<file path="src/rtl/tbox_pkg.sv">
// Shared encodings for the N x N, K-in-a-row board: game states, symbols,
// scan directions with their unit step, and the board FSM states.
package tbox_pkg;

    localparam logic [1:0] GS_ON   = 2'b00;
    localparam logic [1:0] GS_XWIN = 2'b01;
    localparam logic [1:0] GS_OWIN = 2'b10;
    localparam logic [1:0] GS_DRAW = 2'b11;

    localparam logic SYM_X = 1'b1;
    localparam logic SYM_O = 1'b0;

    typedef enum logic [1:0] {DIR_H, DIR_V, DIR_D, DIR_A} dir_t;
    typedef enum logic [1:0] {ST_IDLE, ST_SCAN, ST_DONE} state_t;

    typedef struct packed {
        logic signed [1:0] dr;
        logic signed [1:0] dc;
    } delta_t;

    // Forward unit step of each line; BACK phases walk the negated step.
    function automatic delta_t dir_delta(input dir_t d);
        delta_t v;
        case (d)
            DIR_H:   v = '{dr: 2'sd0, dc: 2'sd1};
            DIR_V:   v = '{dr: 2'sd1, dc: 2'sd0};
            DIR_D:   v = '{dr: 2'sd1, dc: 2'sd1};
            default: v = '{dr: 2'sd1, dc: -2'sd1};
        endcase
        return v;
    endfunction

endpackage

</file>
<file path="src/rtl/tbox_line_scan.sv">
// Fixed-latency line scanner: walks BACK then FWD K-1 cells from the origin in
// each of four directions, counting the same-symbol run; done pulses on the last step.
module tbox_line_scan
    import tbox_pkg::*;
#(
    parameter  int N  = 3,
    parameter  int K  = 3,
    localparam int CW = $clog2(N + 1)
) (
    input  logic            clk,
    input  logic            i_reset,
    input  logic            i_start,
    input  logic [CW-1:0]   i_org_row,
    input  logic [CW-1:0]   i_org_col,
    input  logic            i_org_sym,
    input  logic [N*N-1:0]  i_valid,
    input  logic [N*N-1:0]  i_symbol,
    output logic            o_done,
    output logic            o_hit
);

    localparam int PW = CW + 2;
    localparam int RW = $clog2(2 * K);
    localparam int SW = $clog2(K + 1);
    localparam int IW = $clog2(N * N);
    localparam logic signed [PW-1:0] P_ONE = PW'(1);
    localparam logic signed [PW-1:0] P_N   = PW'(N);

    function automatic logic signed [PW-1:0] sx(input logic [1:0] d);
        return {{(PW-2){d[1]}}, d};
    endfunction

    logic                  r_active;
    dir_t                  r_dir;
    logic                  r_fwd;
    logic [SW-1:0]         r_step;
    logic [RW-1:0]         r_run;
    logic                  r_stopped;
    logic                  r_hit;
    logic signed [PW-1:0]  r_org_row, r_org_col, r_row, r_col;
    logic                  r_org_sym;

    dir_t                  w_dir_next;
    delta_t                w_delta, w_delta_next;
    logic signed [PW-1:0]  w_dr, w_dc, w_dr_next, w_dc_next;
    logic signed [PW-1:0]  w_start_row, w_start_col;
    logic                  w_inb, w_match, w_last;
    logic [RW-1:0]         w_run_inc;
    logic [IW-1:0]         w_idx;
    int                    w_lin;

    assign w_dir_next   = dir_t'(r_dir + 2'd1);
    assign w_delta      = dir_delta(r_dir);
    assign w_delta_next = dir_delta(w_dir_next);
    assign w_dr         = sx(w_delta.dr);
    assign w_dc         = sx(w_delta.dc);
    assign w_dr_next    = sx(w_delta_next.dr);
    assign w_dc_next    = sx(w_delta_next.dc);
    assign w_start_row  = $signed({2'b00, i_org_row});
    assign w_start_col  = $signed({2'b00, i_org_col});

    assign w_inb = (r_row >= P_ONE) && (r_row <= P_N) && (r_col >= P_ONE) && (r_col <= P_N);

    // NOTE: every combinational output gets a default first so no latch is inferred.
    always_comb begin
        w_lin   = 0;
        w_idx   = '0;
        w_match = 1'b0;
        if (w_inb) begin
            w_lin   = (int'(r_row) - 1) * N + (int'(r_col) - 1);
            w_idx   = IW'(w_lin);
            w_match = i_valid[w_idx] && (i_symbol[w_idx] == r_org_sym);
        end
    end

    assign w_run_inc = (!r_stopped && w_match) ? r_run + RW'(1) : r_run;
    assign w_last    = (r_step == SW'(K - 1));
    assign o_done    = r_active && w_last && r_fwd && (r_dir == DIR_A);
    assign o_hit     = r_hit;

    // NOTE: sequential state uses non-blocking assignments only.
    always_ff @(posedge clk or posedge i_reset) begin
        if (i_reset) begin
            r_active  <= 1'b0;
            r_dir     <= DIR_H;
            r_fwd     <= 1'b0;
            r_step    <= SW'(1);
            r_run     <= RW'(1);
            r_stopped <= 1'b0;
            r_hit     <= 1'b0;
            r_org_row <= '0;
            r_org_col <= '0;
            r_row     <= '0;
            r_col     <= '0;
            r_org_sym <= SYM_O;
        end else if (i_start) begin
            r_active  <= 1'b1;
            r_dir     <= DIR_H;
            r_fwd     <= 1'b0;
            r_step    <= SW'(1);
            r_run     <= RW'(1);
            r_stopped <= 1'b0;
            r_hit     <= 1'b0;
            r_org_row <= w_start_row;
            r_org_col <= w_start_col;
            r_org_sym <= i_org_sym;
            r_row     <= w_start_row - sx(dir_delta(DIR_H).dr);
            r_col     <= w_start_col - sx(dir_delta(DIR_H).dc);
        end else if (r_active) begin
            if (w_last) begin
                r_hit     <= r_hit | (w_run_inc >= RW'(K));
                r_step    <= SW'(1);
                r_stopped <= 1'b0;
                if (!r_fwd) begin
                    r_fwd <= 1'b1;
                    r_run <= w_run_inc;
                    r_row <= r_org_row + w_dr;
                    r_col <= r_org_col + w_dc;
                end else begin
                    r_fwd <= 1'b0;
                    r_run <= RW'(1);
                    r_dir <= w_dir_next;
                    r_row <= r_org_row - w_dr_next;
                    r_col <= r_org_col - w_dc_next;
                    if (r_dir == DIR_A) r_active <= 1'b0;
                end
            end else begin
                r_step    <= r_step + SW'(1);
                r_run     <= w_run_inc;
                r_stopped <= r_stopped | ~w_match;
                r_row     <= r_fwd ? r_row + w_dr : r_row - w_dr;
                r_col     <= r_fwd ? r_col + w_dc : r_col - w_dc;
            end
        end
    end

endmodule

</file>
<file path="src/rtl/tbox_nk.sv">
// N x N board with K-in-a-row detection: move acceptance, turn/move tracking
// and the IDLE/SCAN/DONE sequencing around the line scanner.
module tbox_nk
    import tbox_pkg::*;
#(
    parameter  int N   = 3,
    parameter  int K   = 3,
    localparam int CW  = $clog2(N + 1),
    localparam int MCW = $clog2(N * N + 1)
) (
    input  logic            clk,
    input  logic            reset,
    input  logic            set,
    input  logic [CW-1:0]   row,
    input  logic [CW-1:0]   col,
    output logic [N*N-1:0]  valid,
    output logic [N*N-1:0]  symbol,
    output logic [1:0]      game_state,
    output logic            turn,
    output logic            busy,
    output logic            reject,
    output logic [MCW-1:0]  move_count
);

    localparam int IW = $clog2(N * N);

    state_t          r_state, w_state_next;
    logic [N*N-1:0]  r_valid, r_symbol;
    logic [1:0]      r_game_state;
    logic            r_turn, r_reject, r_org_sym;
    logic [MCW-1:0]  r_move_count;

    logic            w_in_range, w_occupied, w_accept;
    logic            w_scan_done, w_hit;
    logic [IW-1:0]   w_idx;
    int              w_lin;

    assign w_in_range = (row >= CW'(1)) && (row <= CW'(N)) && (col >= CW'(1)) && (col <= CW'(N));

    // Out-of-range coordinates leave the index at 0 and are masked by w_in_range.
    always_comb begin
        w_lin      = 0;
        w_idx      = '0;
        w_occupied = 1'b1;
        if (w_in_range) begin
            w_lin      = (int'(row) - 1) * N + (int'(col) - 1);
            w_idx      = IW'(w_lin);
            w_occupied = r_valid[w_idx];
        end
    end

    assign w_accept = set && (r_state == ST_IDLE) && (r_game_state == GS_ON) && w_in_range && !w_occupied;

    always_comb begin
        w_state_next = r_state;
        case (r_state)
            ST_IDLE: if (w_accept)    w_state_next = ST_SCAN;
            ST_SCAN: if (w_scan_done) w_state_next = ST_DONE;
            ST_DONE:                  w_state_next = ST_IDLE;
            default:                  w_state_next = ST_IDLE;
        endcase
    end

    always_ff @(posedge clk or posedge reset) begin
        if (reset) r_state <= ST_IDLE;
        else       r_state <= w_state_next;
    end

    // NOTE: the board is a flop vector, not a RAM, so reset clears every cell.
    always_ff @(posedge clk or posedge reset) begin
        if (reset) begin
            r_valid      <= '0;
            r_symbol     <= '0;
            r_game_state <= GS_ON;
            r_turn       <= SYM_X;
            r_reject     <= 1'b0;
            r_move_count <= '0;
            r_org_sym    <= SYM_X;
        end else begin
            r_reject <= set && !w_accept;
            if (w_accept) begin
                r_valid[w_idx]  <= 1'b1;
                r_symbol[w_idx] <= r_turn;
                r_move_count    <= r_move_count + MCW'(1);
                r_turn          <= ~r_turn;
                r_org_sym       <= r_turn;
            end
            // Win is tested before draw so a line on the last free cell still wins.
            if (r_state == ST_DONE) begin
                if (w_hit)
                    r_game_state <= (r_org_sym == SYM_O) ? GS_OWIN : GS_XWIN;
                else if (r_move_count == MCW'(N * N))
                    r_game_state <= GS_DRAW;
            end
        end
    end

    tbox_line_scan #(.N(N), .K(K)) u_scan (
        .clk       (clk),
        .i_reset   (reset),
        .i_start   (w_accept),
        .i_org_row (row),
        .i_org_col (col),
        .i_org_sym (r_turn),
        .i_valid   (r_valid),
        .i_symbol  (r_symbol),
        .o_done    (w_scan_done),
        .o_hit     (w_hit)
    );

    assign valid      = r_valid;
    assign symbol     = r_symbol;
    assign game_state = r_game_state;
    assign turn       = r_turn;
    assign busy       = (r_state != ST_IDLE);
    assign reject     = r_reject;
    assign move_count = r_move_count;

endmodule

</file>
<file path="config.mk">
export PLATFORM = sky130hd
export DESIGN_NAME = tbox_nk
export DESIGN_NICKNAME = d
export VERILOG_FILES = /design/src/rtl/tbox_pkg.sv /design/src/rtl/tbox_line_scan.sv /design/src/rtl/tbox_nk.sv
export SDC_FILE = /design/constraint.sdc
export NUM_CORES = 1
export LEC_CHECK = 0
export ABC_AREA = 1
export ABC_CLOCK_PERIOD_IN_PS = 3550
export BUFFER_PORTS_ARGS = -buffer_cell sky130_fd_sc_hd__buf_2
export CORE_UTILIZATION = 45
export CTS_CLUSTER_SIZE = 20
export DETAILED_ROUTE_END_ITERATION = 8
export MAX_ROUTING_LAYER = met4
export PLACE_DENSITY = 0.62
export SLEW_MARGIN = 20
export SYNTH_ARGS = -nofsm -noshare
export SYNTH_HDL_FRONTEND = slang
export SYNTH_HIERARCHICAL = 1
export SYNTH_SLANG_ARGS = --single-unit
</file>
<file path="constraint.sdc">
create_clock -name clk -period 3.55 [get_ports clk]
set_clock_uncertainty 0.15 [all_clocks]
set_input_delay 0.71 -clock clk [delete_from_list [all_inputs] [get_ports clk]]
set_output_delay 0.71 -clock clk [all_outputs]
set_load 0.005 [all_outputs]
</file>
Word-level counts from Yosys, hierarchy flattened
Index checks and enable logic that the tools add are counted.
- register bits after elaboration: 53
- input port bits: 7
- output and inout bits: 27
- logic and storage cells: 161
- add/subtract/negate cells: 19
- multipliers: 2
- $lt $le $gt $ge: 13
- eq/ne operators: 12
- muxes and demuxes: 57
- bitwise gates (word level): 5
- reductions and logical operators: 33
- operators with widths (cell ; number):
    2-to-1 mux 4 bit ; 11
    multiplier 32 x 3 -> 4 bit, second input constant ; 1
    2-to-1 mux 2 bit ; 12
    2-to-1 mux 1 bit ; 21
    case mux 3 bit (3 select lines) ; 2
    logical AND 1 bit ; 17
    < comparator 4 x 5 -> 1 bit, second input constant ; 3
    2-to-1 mux 3 bit ; 5
    binary-select mux 1 bit (select 4 bit) ; 3
    equality test 2 bit, second input constant ; 5
    nonzero test 2 bit ; 5
    bitwise mux 9 bit ; 1
    OR 9 bit ; 1
    subtractor 2 x 1 -> 3 bit, second input constant ; 3
    adder 4 x 2 -> 4 bit ; 2
    >= comparator 4 x 2 -> 1 bit, second input constant ; 2
    <= comparator 4 x 3 -> 1 bit, second input constant ; 2
    logical NOT 2 bit ; 4
    subtractor 4 x 2 -> 4 bit ; 2
    equality test 2 x 1 -> 1 bit, second input constant ; 3
    AND reduction 2 bit ; 3
    subtractor 4 x 2 -> 5 bit, second input constant ; 1
    adder 2 x 1 -> 2 bit, second input constant ; 2
    adder 3 x 2 -> 4 bit ; 1
    other kinds (23) ; 29

Logic depth before layout (Yosys ltp)
Gate-level depths: netlist of the first run.
- depth after elaboration: 15
- depth in mapped cells: 28
- gate-level depth less buffers: 28

By module
Netlist of the first run, hierarchy kept.
- by module, submodules not included (module ; times used ; cells an instance ; area each (µm²) ; seq. area each (µm²)):
    tbox_line_scan ; 1 ; 299 ; 2240.9 ; 603.1
    tbox_nk ; 1 ; 207 ; 1659.1 ; 728.2

Worst setup path before layout of the first run
Ideal clock, no wire load.
- path kind: register to register
- from: register u_scan.r_row[0]
- to: register u_scan.r_hit (netlist: u_scan/o_hit)
- data arrival time: 3.483 ns
- data required time: 3.283 ns
- setup slack: -0.200 ns
- cell stages (with the launch flop): 27
- path buffers: 0
- clock period less this slack: 3.750 ns
- path through: dfrtp_1 -> inv_2 -> ha_1 -> inv_1 -> nand3_2 -> nand2_1 -> xor2_1 -> inv_1 -> fa_1 -> inv_1 -> fa_1 -> inv_1 -> nand3_2 -> nand3_1 -> nand2_2 -> nand2_2 -> nand2_4 -> nand2_2 -> nand2_2 -> nor2_4 -> nand3_2 -> nand2_1 -> nand2_1 -> nand2_1 -> nand3_1 -> nand3_1 -> nand2_1
- longest elaborated chain between the ends: 15
- elaborated cells between the ends (all ways): 22
- classes of those cells: add/sub (2); mul (1); order compare (3); eq/ne (1); mux (9); bitwise (1); reduce/logical (5)
- ends and longest elaborated chain (item ; line ; text):
    from (decl) ; tbox_line_scan.sv:40 ; logic signed [PW-1:0] r_org_row, r_org_col, r_row, r_col;
    from (signal assigned) ; tbox_line_scan.sv:107 ; r_row <= w_start_row - sx(dir_delta(DIR_H).dr);
    from (signal assigned) ; tbox_line_scan.sv:117 ; r_row <= r_org_row + w_dr;
    from (signal assigned) ; tbox_line_scan.sv:123 ; r_row <= r_org_row - w_dr_next;
    subtractor 4 x 2 -> 5 bit ; tbox_line_scan.sv:70 ; w_lin = (int'(r_row) - 1) * N + (int'(r_col) - 1);
    multiplier 32 x 3 -> 4 bit ; tbox_line_scan.sv:70 ;
    adder 4 bit ; tbox_line_scan.sv:70 ;
    binary-select mux 1 bit (select 4 bit) ; tbox_line_scan.sv:72 ; w_match = i_valid[w_idx] && (i_symbol[w_idx] == r_org_sym);
    2-to-1 mux 1 bit (not written as such) ; tbox_line_scan.sv:72 ;
    equality test 1 bit ; tbox_line_scan.sv:72 ;
    logical AND 1 bit ; tbox_line_scan.sv:72 ;
    2-to-1 mux 1 bit (*) ; tbox_line_scan.sv:69 ; if (w_inb) begin
    logical AND 1 bit (*) ; tbox_line_scan.sv:76 ; assign w_run_inc = (!r_stopped && w_match) ? r_run + RW'(1) : r_run;
    2-to-1 mux 3 bit (*) ; tbox_line_scan.sv:76 ;
    >= comparator 3 x 2 -> 1 bit (*) ; tbox_line_scan.sv:111 ; r_hit <= r_hit | (w_run_inc >= RW'(K));
    OR 1 bit (*) ; tbox_line_scan.sv:111 ;
    2-to-1 mux 1 bit (*) ; tbox_line_scan.sv:110 ; if (w_last) begin
    2-to-1 mux 1 bit (*) ; tbox_line_scan.sv:109 ; end else if (r_active) begin
    2-to-1 mux 1 bit (*) ; tbox_line_scan.sv:96 ; end else if (i_start) begin
    to (signal assigned) ; tbox_line_scan.sv:111 ;
    to (decl) ; tbox_line_scan.sv:39 ; logic r_hit;
Every way passes the cells marked *; elsewhere a longest branch is shown, timed or not. The select of a mux whose other input is x is not followed.
A chain may end at the register's enable or synchronous reset.

Worst setup path after layout of the first run
Ends and elaborated chain as after synthesis.

==> results of run 1 <==
## flip-flops by register name (all words and copies together), names as in the netlist
name,flops
turn,1
r_org_sym,1
u_scan/r_org_sym,1
move_count,4
u_scan/r_dir,2
valid,9
u_scan/r_row,4
u_scan/r_col,4
r_state,2
u_scan/r_active,1
u_scan/r_run,3
symbol,9
u_scan/o_hit,1
u_scan/r_org_col,2
reject,1
u_scan/r_stopped,1
game_state,2
u_scan/r_step,2
u_scan/r_org_row,2
u_scan/r_fwd,1
## Yosys cell counts (all sizes together)
cell	count
o2111ai	1
nand2	117
clkbuf	2
a21oi	11
a21o	3
buf	8
fa	8
dfrtp	49
o22ai	1
xnor2	3
nand3	48
xor2	11
or2	2
ha	33
o211ai	4
inv	91
o221ai	5
nand3b	1
a31oi	2
o21ai	42
nor2	44
nand4	13
nor3	3
dfstp	4
## power groups by stage
stage,logic [W],clock network [W],registers [W]
after floorplan,0.000137,0,0.000616
after global placement,0.000187,0,0.000616
after detailed placement,0.000189,0,0.000616
after CTS,0.000189,0.000394,0.000604
after global routing,0.000213,0.000417,0.000604
final,0.000193,0.000383,0.000604
## cell families after synthesis
family,after synthesis,synth area share [%]
XOR/XNOR,14,3.14
adder cells (fa/ha/maj),41,14.7
buffers and inverters,101,10.4
AND/OR/NAND/NOR,228,27.7
AO/OA/AOI/OAI,69,9.98
flip-flops,53,34.1
## worst max-delay path, stage by stage (launching register included)
cell,delay (ns)
dfrtp_2,0.42
inv_2,0.07
ha_4,0.21
inv_2,0.06
nand3_2,0.08
nand2_2,0.07
xor2_1,0.14
inv_1,0.06
fa_1,0.49
inv_2,0.05
fa_2,0.60
inv_1,0.08
o211ai_1,0.09
nand2_1,0.12
inv_1,0.07
nand3_1,0.09
nand3_2,0.13
nand3_4,0.10
nand2_1,0.08
nand2_2,0.06
nand2_1,0.08
nand3_2,0.07
nand3_2,0.07
nand2_1,0.04
## worst min path at each step
| stage | endpoint | from | depth (start not counted) |
|---|---|---|---|
| 2_1_floorplan | r_org_sym | r_org_sym | 2 |
| 3_3_place_gp | symbol[5] | symbol[5] | 2 |
| 3_5_place_dp | r_org_sym | r_org_sym | 2 |
| 4_1_cts | move_count[0] | reset | 2 |
| 5_1_grt | move_count[0] | reset | 2 |
| 6_report | move_count[0] | reset | 2 |
## area by class of cell
class / instances / area [µm²] / area share [%]
inverter: 91 / 344 / 7.37
timing repair buffer: 74 / 473 / 10.1
tap: 105 / 131 / 2.81
clock buffer: 5 / 68.8 / 1.47
sequential: 53 / 1330 / 28.5
multi-input combinational: 352 / 2290 / 49.1
clock inverter: 3 / 28.8 / 0.616
## layer usage
layer  up-vias  track usage, %
met5         -               -
met1      1675            30.3
li1       1766               -
met4         0            5.68
met3        10            2.79
met2        73            35.7
## timing repair
item	in CTS	in global routing
setup buffers	1	2
setup endpoints to repair	5	14
pin swaps	6	19
hold endpoints to repair	0	0
gates cloned	0	0
resized for setup	4	24
## through the flow
stage | util [%] | hold WS (ns)
finish | 56.3 | 0.308
global route | 56.3 | 0.360
CTS | 54.9 | 0.328
detailed placement | 53.5 | 0.334
global placement | 53.5 | 0.327
floorplan | - | 0.309
==> flow_metrics.tcl, run 1 <==
set metrics [dict create \
    drc 0 \
    layout_commonest_cell "nand2_1" \
    areaGrowthSynthToFinish_pct 19.8 \
    met3_length_um 332 \
    cts_inserted_buffers 5 \
    p_int_w 0.000818 \
    boundaryPins 34 \
    final_cell_mix "nand2_1 (101), inv_1 (78), dfrtp_1 (48), buf_4 (41), nor2_1 (37)" \
    setup_viol 1 \
    routed_via_density 5.16 \
    clockPowerShare_pct 32.4 \
    grt_start_max_net_pins 30 \
    r2r_slack_ns -0.02 \
    dp_hpwl_um 7420 \
    synth.distinct_cells 34 \
    drive_gt1_share_pct 25.1 \
    cap_violations 0 \
    syn_area_per_cell_um2 7.71 \
    worst_setup_path_end_kind "flip-flop" \
    port-buffer-count 33 \
    finalCriticalPeriod_ns 3.57 \
    violations "setup timing" \
    final.setup.tns_ns -0.0190 \
    routedWlPerCell_um 13.9 \
    yosys_register_bits 53 \
    clock_sinks 53 \
    cts_max_level 2 \
    stdcell_count 683 \
    worstSetupStartpoint "u_scan/r_row[0]" \
    path_clk_slew_ns 0.12 \
    power_density_mw_per_mm2 253 \
    overflow 0 \
    critPathKind "flip-flop to flip-flop" \
    crit_fanout 4 \
    power_w 0.00118 \
    power_frac_seq_pct 51.2 \
    reg2regPathDepth 23 \
    antenna-diode-count 0 \
    cts-root-buf "clkbuf_8" \
    design_area_mm2 0.00467 \
    drt_pass1_iterations 4 \
    start_util_pct 47.0 \
    drt_wl_total_um 9460 \
    drt_iter0_drc 129 \
    ys_warn_count 6 \
    endpoint "u_scan/o_hit" \
    met1_length_um 4590 \
    cts_hold_buf 0 \
    status "finished with violations" \
    globalplace.congestion 0.900 \
    comb_power_share_pct 16.4 \
    die_area_mm2 0.00904 \
    wl_met2_um 4430 \
    core-area_mm2 0.00830 \
    dp.cells 672 \
    routed.top_layer "met4" \
    die_width_um 95.1 \
    cts_tree "yes" \
    final.period_utilization_pct 101 \
    fmax_mhz 280 \
    setup_ws_ns -0.0190 \
    clockBufferDepth 2 \
    ir_drop_uv 140 \
    critPathArrivalTime_ns 3.64 \
    power_switching_w 0.000362 \
    nFillCells 792 \
    grt_pass1_wl_um 15200 \
    synth_area_leaders "dfrtp_1 (31%), ha_1 (11%), nand2_1 (10%)" \
    worstPathRequired_ns 3.62 \
    antenna_found_initial 0 \
    worst_pin_slew_ns 0.951 \
    rsz0062_at_grt "true" \
    grt_pass1_vias 3250 \
    hp-class "input pin to asynchronous set/reset pin" \
    nets 625 \
    reg2reg_to "u_scan/o_hit" \
    cp-start-kind "flip-flop" \
    synthesis.nets 554 \
    leakage_nw 2.48 \
    place_ws_ns -0.195 \
    grt_usage_pct 22.4 \
    timing.slew.headroom_pct 36.5 \
    syn_area_mm2 0.00390 \
    slew_viol_final 0 \
    num_vias 3524 \
    row_count 33 \
    die_y_um 95.1 \
    synth_top_area_cell "dfrtp_1" \
    hold_viol 0 \
    r2r-start "u_scan/r_row[0]" \
    yosys.area.top_type_share_pct 31.4 \
    yosysSeqAreaShare_pct 34.1 \
    placed_area_mm2 0.00444 \
    synthCells 506 \
    swShare_pct 30.7 \
    clock_latency_ns 0.33 \
    ant_nets 0 \
]
No activity file was read; power rests on OpenSTA's default activity.
==> run 2: changes to the inputs <==
- ABC_AREA: 1 -> not set
- PLACE_DENSITY: 0.62 -> 0.63
- SETUP_SLACK_MARGIN: not set -> 0.3
==> run 2 against run 1 <==
  * The flow still finishes with violations (setup timing)
  * Hold slack gained 0.0048 ns
  * Area after synthesis shrank 5.4%
  * Core utilization rose by 6.6 points
  * Cell area grew 5.1%
  * Critical path depth shrank 11
  * Flip-flop and latch count unchanged
  * Setup slack worse by 0.094 ns
  * Sequential share of layout area is 1.4 points lower
  * Die area fell by 5.3%
  * Final cell count is 21% lower
  * First-iteration DRC count rose by 7.8%
  * Largest cell class unchanged
==> flow_metrics.tcl, run 2 <==
set metrics [dict create \
    cap_violations 0 \
    cts-root-buf "clkbuf_8" \
    power_switching_w 0.00213 \
    hp-class "input pin to asynchronous set/reset pin" \
    yosys.area.top_type_share_pct 33.2 \
    clock_latency_ns 0.31 \
    synthesis.nets 415 \
    cts_tree "yes" \
    yosys_register_bits 53 \
    ys_warn_count 6 \
    status "finished with violations" \
    drt_wl_total_um 8430 \
    final.period_utilization_pct 103 \
    async_reset_ff_share_pct 100 \
    synth_area_leaders "dfrtp_1 (33%), ha_1 (11%), mux2_2 (4.6%)" \
    areaGrowthSynthToFinish_pct 33.1 \
    place_ws_ns -0.305 \
    drive_gt1_share_pct 41.4 \
    syn_area_mm2 0.00369 \
    grt_start_max_net_pins 30 \
    start_util_pct 47.2 \
    violations "setup timing" \
    fmax_mhz 273 \
    power_frac_seq_pct 23.7 \
    setup_ws_ns -0.113 \
    p_int_w 0.00276 \
    clockPowerShare_pct 8.9 \
    finalCriticalPeriod_ns 3.66 \
    worst_pin_slew_ns 0.972 \
    drc 0 \
    routed_via_density 5.29 \
    ir_drop_uv 630 \
    worstPathRequired_ns 3.64 \
    globalplace.congestion 0.839 \
    synth_commonest_cells "dfrtp_1 (49), inv_1 (35), ha_1 (33), nor2_1 (31), nand2_1 (22)" \
    antenna-diode-count 0 \
    clockBufferDepth 2 \
    critPathArrivalTime_ns 3.75 \
    slew_viol_final 0 \
    die_area_mm2 0.00856 \
    drt_iter0_drc 139 \
    syn_area_per_cell_um2 10.1 \
    comb_power_share_pct 67.4 \
    critPathKind "flip-flop to flip-flop" \
    rsz0062_at_grt "true" \
    setup_viol 5 \
    clock_sinks 53 \
    leakage_nw 2.33 \
    synth_edf_count 0 \
    drt_pass1_iterations 4 \
    worst_setup_path_end_kind "flip-flop" \
    synth.distinct_cells 53 \
    critPathMostFrequentCell "inv_2" \
    num_vias 2854 \
    dp.cells 516 \
    boundaryPins 34 \
    final.setup.tns_ns -0.492 \
    ant_nets 0 \
    ys.flop_type "dfrtp_1" \
    cts_max_level 2 \
    cts_inserted_buffers 5 \
    grt_usage_pct 21.4 \
    hold_viol 0 \
    stdcell_count 539 \
    overflow 0 \
    dp_hpwl_um 6090 \
    yosysMostFrequentCell "dfrtp_1" \
    swShare_pct 43.5 \
    final_cell_mix "dfrtp_1 (47), buf_2 (31), ha_1 (30), inv_1 (27), buf_4 (25)" \
    row_count 32 \
    cp-start-kind "flip-flop" \
    layout_commonest_cell "dfrtp_1" \
    port-buffer-count 33 \
    power_density_mw_per_mm2 995 \
    synthCells 367 \
    path_cells "inv_2 -> ha_4 -> xor2_1 -> xnor2_1 -> fa_1 -> inv_2 -> fa_2 -> mux4_2 -> mux2_4 -> and4_4 -> or4_1 -> o211ai_1" \
    crit_fanout 4 \
    synth_top_area_cell "dfrtp_1" \
    nets 484 \
    timing.slew.headroom_pct 35.1 \
    path_clk_slew_ns 0.11 \
    core-area_mm2 0.00781 \
    grt_pass1_vias 2766 \
    power_w 0.00489 \
    crit_path_top_delay_cell "fa_2" \
    yosysSeqAreaShare_pct 36.1 \
    die_width_um 92.5 \
    critical-path-max-stage-delay_ns 0.62 \
    die_y_um 92.5 \
    routedWlPerCell_um 15.6 \
    antenna_found_initial 0 \
    grt_pass1_wl_um 13900 \
]
-- run 2: cell types whose count changed after synthesis, sizes merged, moves of 7 or more --
cell,previous run,this run
nand4,13,5
nand2,117,23
inv,91,35
or2,2,9
nand3,48,6
nand2b,0,8
mux2i,0,11
nor2,44,31
a21oi,11,19
o21ai,42,15
xnor2,3,10
mux2,0,15
-- run 2: timing repair --
| item | 4_1_cts | 5_1_grt |
|---|---|---|
| gates resized for setup | 56 | 52 |
| pin swaps | 21 | 15 |
| setup endpoints to repair | 29 | 40 |
| buffers inserted | 7 | 6 |
| hold buffers | 0 | 0 |
| cloned | 1 | 1 |
| endpoints found under the hold margin | 0 | 0 |
-- run 2: through the flow --
step                      hold slack (ns)  instance area, µm²  utilization [%]
after floorplan                     0.334                3810                -
after global placement              0.332                4230             54.1
after detailed placement            0.330                4230             54.1
after CTS                           0.346                4620             59.2
after global routing                0.362                4910             62.9
final                               0.313                4910             62.9
-- run 2: cell type report --
| cell class | instances | area (µm²) |
|---|---|---|
| multi-input cells | 266 | 2570 |
| clock inverters | 3 | 50.0 |
| inverters | 35 | 141 |
| repair buffers | 75 | 623 |
| fillers | 647 | 2900 |
| well taps | 102 | 128 |
| clock buffers | 5 | 68.8 |
| flip-flops and latches | 53 | 1330 |
-- run 2: power by group through the flow --
stage / clock network (W) / logic, W / registers (W)
after floorplan: 0 / 0.00225 / 0.00106
after global placement: 0 / 0.00276 / 0.00115
after detailed placement: 0 / 0.00284 / 0.00115
after CTS: 0.000450 / 0.00307 / 0.00115
after global routing: 0.000464 / 0.00366 / 0.00120
final: 0.000435 / 0.00329 / 0.00116
-- run 2: worst paths after layout --
path | startpoint | end | slack (ns) | cells past startpoint
min | reset | reject | 0.31 | 2
min in group clk | move_count[3] | move_count[3] | 0.35 | 1
min reg2reg | move_count[3] | move_count[3] | 0.35 | 1
max in group asynchronous | reset | u_scan/r_row[1] | 2.12 | 2
max reg2reg | u_scan/r_row[0] | u_scan/r_run[2] | -0.11 | 12
max | u_scan/r_row[0] | u_scan/r_run[2] | -0.11 | 12
-- run 2: metal layers --
metal / track usage [%] / wire length, µm
met1: 29.1 / 4020
met3: 2.87 / 205
met5: - / 0
met2: 34.1 / 4140
met4: 5.21 / 62
-- run 2: worst max-delay path: cells and delay by family (launching register included) --
family	cells	cell delay, ns
AO/OA/AOI/OAI	1	0.09
flip-flops	1	0.43
AND/OR/NAND/NOR	2	0.61
adder cells (fa/ha/maj)	3	1.33
buffers and inverters	2	0.13
multiplexers	2	0.58
XOR/XNOR	2	0.28
-- run 2: cell families after synthesis --
kind of cell,share of synthesized area (%)
AO/OA/AOI/OAI,9.80
XOR/XNOR,6.55
adder cells (fa/ha/maj),15.5
buffers and inverters,5.22
flip-flops,36.1
multiplexers,10.4
AND/OR/NAND/NOR,16.4
